## src/rtl/riscmakers_mem_arbiter.sv

```systemverilog
// riscmakers_mem_arbiter: round-robin I$/D$ request merge into one registered slot, with response routing
module riscmakers_mem_arbiter #(
    parameter int AddrWidth      = 64,
    parameter int DataWidth      = 64,
    parameter int IdWidth        = 4,
    parameter int MaxOutstanding = 4
) (
    input  logic                   clk_i,
    input  logic                   rst_i,
    input  logic                   icache_req_i,
    output logic                   icache_ack_o,
    input  logic [AddrWidth-1:0]   icache_addr_i,
    input  logic [IdWidth-1:0]     icache_id_i,
    input  logic                   dcache_req_i,
    output logic                   dcache_ack_o,
    input  logic [AddrWidth-1:0]   dcache_addr_i,
    input  logic                   dcache_we_i,
    input  logic [DataWidth-1:0]   dcache_wdata_i,
    input  logic [DataWidth/8-1:0] dcache_be_i,
    input  logic [IdWidth-1:0]     dcache_id_i,
    output logic                   mem_req_valid_o,
    input  logic                   mem_req_ready_i,
    output logic                   mem_req_src_o,
    output logic [AddrWidth-1:0]   mem_req_addr_o,
    output logic                   mem_req_we_o,
    output logic [DataWidth-1:0]   mem_req_wdata_o,
    output logic [DataWidth/8-1:0] mem_req_be_o,
    output logic [IdWidth-1:0]     mem_req_id_o,
    input  logic                   mem_rtrn_valid_i,
    input  logic                   mem_rtrn_src_i,
    input  logic [DataWidth-1:0]   mem_rtrn_data_i,
    input  logic [IdWidth-1:0]     mem_rtrn_id_i,
    output logic                   icache_rtrn_vld_o,
    output logic                   dcache_rtrn_vld_o,
    output logic [DataWidth-1:0]   rtrn_data_o,
    output logic [IdWidth-1:0]     rtrn_id_o,
    output logic                   err_o
);
    localparam int CW = $clog2(MaxOutstanding + 1);
    localparam logic [CW-1:0] MaxCnt = CW'(MaxOutstanding);
    logic          prio_q;
    logic [CW-1:0] cnt_i_q, cnt_d_q;
    logic          slot_free, elig_i, elig_d, dec_i, dec_d, spurious;
    always_comb begin
        slot_free    = !mem_req_valid_o || mem_req_ready_i;
        elig_i       = !rst_i && icache_req_i && slot_free && (cnt_i_q < MaxCnt);
        elig_d       = !rst_i && dcache_req_i && slot_free && (cnt_d_q < MaxCnt);
        icache_ack_o = elig_i && (!elig_d || !prio_q);
        dcache_ack_o = elig_d && (!elig_i || prio_q);
        dec_i        = mem_rtrn_valid_i && !mem_rtrn_src_i && (cnt_i_q != '0);
        dec_d        = mem_rtrn_valid_i && mem_rtrn_src_i && (cnt_d_q != '0);
        spurious     = mem_rtrn_valid_i && (mem_rtrn_src_i ? (cnt_d_q == '0) : (cnt_i_q == '0));
    end
    always_ff @(posedge clk_i or posedge rst_i) begin
        if (rst_i) begin
            prio_q          <= 1'b0;
            mem_req_valid_o <= 1'b0;
            mem_req_src_o   <= 1'b0;
            mem_req_addr_o  <= '0;
            mem_req_we_o    <= 1'b0;
            mem_req_wdata_o <= '0;
            mem_req_be_o    <= '0;
            mem_req_id_o    <= '0;
        end else begin
            if (icache_ack_o) prio_q <= 1'b1;
            else if (dcache_ack_o) prio_q <= 1'b0;
            if (slot_free) mem_req_valid_o <= icache_ack_o || dcache_ack_o;
            // I$ traffic is read-only, so its write fields are zeroed
            if (icache_ack_o) begin
                mem_req_src_o   <= 1'b0;
                mem_req_addr_o  <= icache_addr_i;
                mem_req_we_o    <= 1'b0;
                mem_req_wdata_o <= '0;
                mem_req_be_o    <= '0;
                mem_req_id_o    <= icache_id_i;
            end else if (dcache_ack_o) begin
                mem_req_src_o   <= 1'b1;
                mem_req_addr_o  <= dcache_addr_i;
                mem_req_we_o    <= dcache_we_i;
                mem_req_wdata_o <= dcache_wdata_i;
                mem_req_be_o    <= dcache_be_i;
                mem_req_id_o    <= dcache_id_i;
            end
        end
    end
    always_ff @(posedge clk_i or posedge rst_i) begin
        if (rst_i) begin
            cnt_i_q           <= '0;
            cnt_d_q           <= '0;
            icache_rtrn_vld_o <= 1'b0;
            dcache_rtrn_vld_o <= 1'b0;
            rtrn_data_o       <= '0;
            rtrn_id_o         <= '0;
            err_o             <= 1'b0;
        end else begin
            cnt_i_q           <= cnt_i_q + CW'(icache_ack_o) - CW'(dec_i);
            cnt_d_q           <= cnt_d_q + CW'(dcache_ack_o) - CW'(dec_d);
            icache_rtrn_vld_o <= mem_rtrn_valid_i && !mem_rtrn_src_i;
            dcache_rtrn_vld_o <= mem_rtrn_valid_i && mem_rtrn_src_i;
            if (mem_rtrn_valid_i) begin
                rtrn_data_o <= mem_rtrn_data_i;
                rtrn_id_o   <= mem_rtrn_id_i;
            end
            if (spurious || (mem_req_ready_i && !mem_req_valid_o)) err_o <= 1'b1;
        end
    end
endmodule

```

## config.mk

```make
export PLATFORM = sky130hd
export DESIGN_NAME = riscmakers_mem_arbiter
export DESIGN_NICKNAME = d
export VERILOG_FILES = /design/src/rtl/riscmakers_mem_arbiter.sv
export SDC_FILE = /design/constraint.sdc
export NUM_CORES = 1
export LEC_CHECK = 0
export CORE_AREA = 2 2 197 199
export CTS_BUF_LIST = sky130_fd_sc_hd__clkbuf_2 sky130_fd_sc_hd__clkbuf_4 sky130_fd_sc_hd__clkbuf_8
export DETAILED_ROUTE_END_ITERATION = 16
export DIE_AREA = 0 0 199 201
export PLACE_DENSITY = 0.52
export SLEW_MARGIN = 20
export SYNTH_ARGS = -nofsm -noshare
export SYNTH_HDL_FRONTEND = slang
export SYNTH_SLANG_ARGS = --single-unit
```

## constraint.sdc

```tcl
create_clock -name clk_i -period 18.2 [get_ports clk_i]
set_input_delay 4.55 -clock clk_i [delete_from_list [all_inputs] [get_ports clk_i]]
set_output_delay 4.55 -clock clk_i [all_outputs]
set_load 0.02 [all_outputs]
```

==> results.toml <==
[outcome]
outcome = "finished, final reports clean"

[setup_path]
worstReg2RegStart = "mem_req_valid_o"
critical_path_required_ns = 13.65
crit_path_end = "dcache_ack_o"
reg2reg_to = "mem_req_addr_o[59]"
cp_max_fo = 43
cp-end-kind = "output port"
criticalPathCategory = "in -> out"
rrSetupSlack_ns = 15.47
cp-start-kind = "primary input"
startpoint = "rst_i"
r2r_cells = 4
arrival_ns = 6.86

[route]
via_per_inst = 4.24
vias = 7516
drtIter0Drc = 439
drc = 0
avgRoutedWirePerCell_um = 17.7
drt-total-wl_um = 31400
ant_nets = 0
drtPass1Iterations = 6

[timing]
fin_worst_skew_ns = 0.0240
fmax_mhz = 87.7
fin_tns_setup_ns = 0
slew_viol_final = 0
period_needed_ns = 11.41
min_period_over_period = 0.627
hold_viol = 0
worst_pin_slew_ns = 1.01
hold_slack_ns = 0.502
rsz0062_at_grt = "false"
max-slew-margin-rel = 0.326
setup_viol_count_final = 0

[yosys]
postSynthCellCount = 722
synth_area_um2 = 8920
ys_seq_area_frac = 0.620
ys_types = 28
syn_avg_cell_area_um2 = 12.4
ys_warn_count = 0
ys_seq_elements = 221
mappedNetlistNets = 1012

[cts]
htreeDepth = 2
cts_max_path_buffers = 3
cts_buffers = 41
cts_tree = "built"
clock-sinks = 221
cts_resized = 0
cts_hold_buf = 0
clkSlewWorstSetupHoldPaths_ns = 0.05
post_cts_buffers = 0
cts-root-buf = "clkbuf_8"
clock_latency_ns = 0.55

[finish]
layout_commonest_cell = "clkdlybuf4s50_1"
fillCellCount = 3707
fin_area_um2 = 15400
final_nets = 1517
final_cell_mix = "498 x clkdlybuf4s50_1, 221 x dfrtp_1, 213 x inv_1"
areaGrowthSynthToFinish_pct = 72.2
drive_gt1_frac = 0.124

[floorplan]
io_pins = 500
coreArea_um2 = 38100
die_area_um2 = 40000
start_util = 0.234
die_y_um = 201
die-width_um = 199
rows = 72

[placed_design]
numPortBuffers = 499
dpl_cell_area_um2 = 14400
hpwlAfterDp_um = 22800
place_congestion = 0.727

[flow_run]
maxCapViolations = 0

[min_path]
hold_class = "reg -> reg"

[global_route]
antenna_found_initial = 1
grt_pass1_wl_um = 46800
grt.total_usage = 0.152
grt_pass1_vias = 7910
grt_max_degree = 96
grt_overflow = 0

[power]
power.leakage_nw = 7.10
p_total_w = 0.00227
irDropWorstVdd_uv = 85.1
powerDensity_nw_per_um2 = 148
==> where the power goes <==
group | leakage (nW) | internal (W) | total (W) | switching [W]
Sequential | 2.62 | 0.000671 | 0.000775 | 0.000104
Combinational | 4.00 | 0.000495 | 0.000960 | 0.000465
Clock | 0.478 | 0.000323 | 0.000535 | 0.000212
Total | 7.10 | 0.00149 | 0.00227 | 0.000781
==> synthesized netlist by cell type <==
cell,instances,share of area
and3b_1,1,0.00098
a221oi_1,1,0.00098
nor2b_2,1,0.00098
o21ai_0,1,0.00056
dfrtp_1,221,0.62
mux2i_1,1,0.0011
nor4_4,1,0.0024
a211o_1,1,0.00098
buf_6,2,0.0025
nor2b_1,3,0.0021
a22o_1,73,0.072
and2_1,1,0.00070
buf_2,14,0.0079
nand2_1,2,0.00084
nand2b_1,1,0.00070
o22a_1,1,0.00098
nor3b_1,1,0.00084
mux2_2,68,0.086
nor3_1,3,0.0017
inv_1,214,0.090
ha_1,4,0.0056
xnor2_1,4,0.0039
a222oi_1,68,0.076
nor4_2,1,0.0014
fa_1,2,0.0045
nand2b_4,1,0.0015
or3_1,1,0.00070
clkbuf_1,30,0.013
==> per-stage QoR <==
step                setup WS [ns]  std cells   util
floorplan                    7.60        722      -
global placement             6.81       1702  0.379
detailed placement           6.78       1702  0.379
CTS                          6.78       1773  0.403
global route                 6.67       1774  0.403
finish                       6.79       1774  0.403
==> critical path, cell delays in order <==
cell and delay [ns]:
clkdlybuf4s50_1 0.65, nor4_4 0.38, buf_4 0.48, clkdlybuf4s50_1 0.72
==> metal layers <==
layer / share of wire / vias up / wire, µm / track usage
li1: - / 3466 / - / -
met1: 0.38 / 3641 / 11900 / 0.174
met2: 0.51 / 356 / 15900 / 0.268
met3: 0.092 / 53 / 2910 / 0.0499
met4: 0.022 / 0 / 707 / 0.0474
met5: 0 / - / 0 / 0
==> area by class of cell <==
cell class              count  area [µm²]  share of cell area
inverters                 214         811              0.0528
multi-input cells         241        2400               0.156
well taps                 518         648              0.0422
clock buffers              62         759              0.0494
clock inverters             9         156              0.0102
flip-flops and latches    221        5530               0.360
diodes                      1        2.50            0.000163
repair buffers            508        5060               0.329
==> kinds of logic after synthesis <==
kind of cell    share of synthesized area
flops                               0.620
compound gates                      0.151
simple gates                       0.0149
fa+ha+maj                          0.0101
buf+inv                             0.113
xor+xnor                          0.00393
mux                                0.0869
==> worst min-delay path by stage <==
| stage | startpoint | to | slack, ns | cells past startpoint |
|---|---|---|---|---|
| after global placement | rtrn_data_o[30] | rtrn_data_o[30] | 0.49 | 1 |
| after CTS | rtrn_data_o[24] | rtrn_data_o[24] | 0.51 | 1 |
| after floorplan | prio_q | prio_q | 0.47 | 1 |
| after global routing | rtrn_data_o[61] | rtrn_data_o[61] | 0.52 | 1 |
| after detailed placement | mem_req_wdata_o[16] | mem_req_wdata_o[16] | 0.49 | 1 |
| final | rtrn_data_o[62] | rtrn_data_o[62] | 0.50 | 1 |
==> state kept, by name, summed over array words and instances, names as in the netlist <==
signal and flops:
mem_req_id_o 4, mem_req_we_o 1, mem_req_addr_o 64, err_o 1, icache_rtrn_vld_o 1, cnt_i_q 3, mem_req_be_o 8, rtrn_id_o 4
prio_q 1, cnt_d_q 3, dcache_rtrn_vld_o 1, mem_req_src_o 1, rtrn_data_o 64, mem_req_valid_o 1, mem_req_wdata_o 64
No activity file was read; power rests on OpenSTA's default activity.
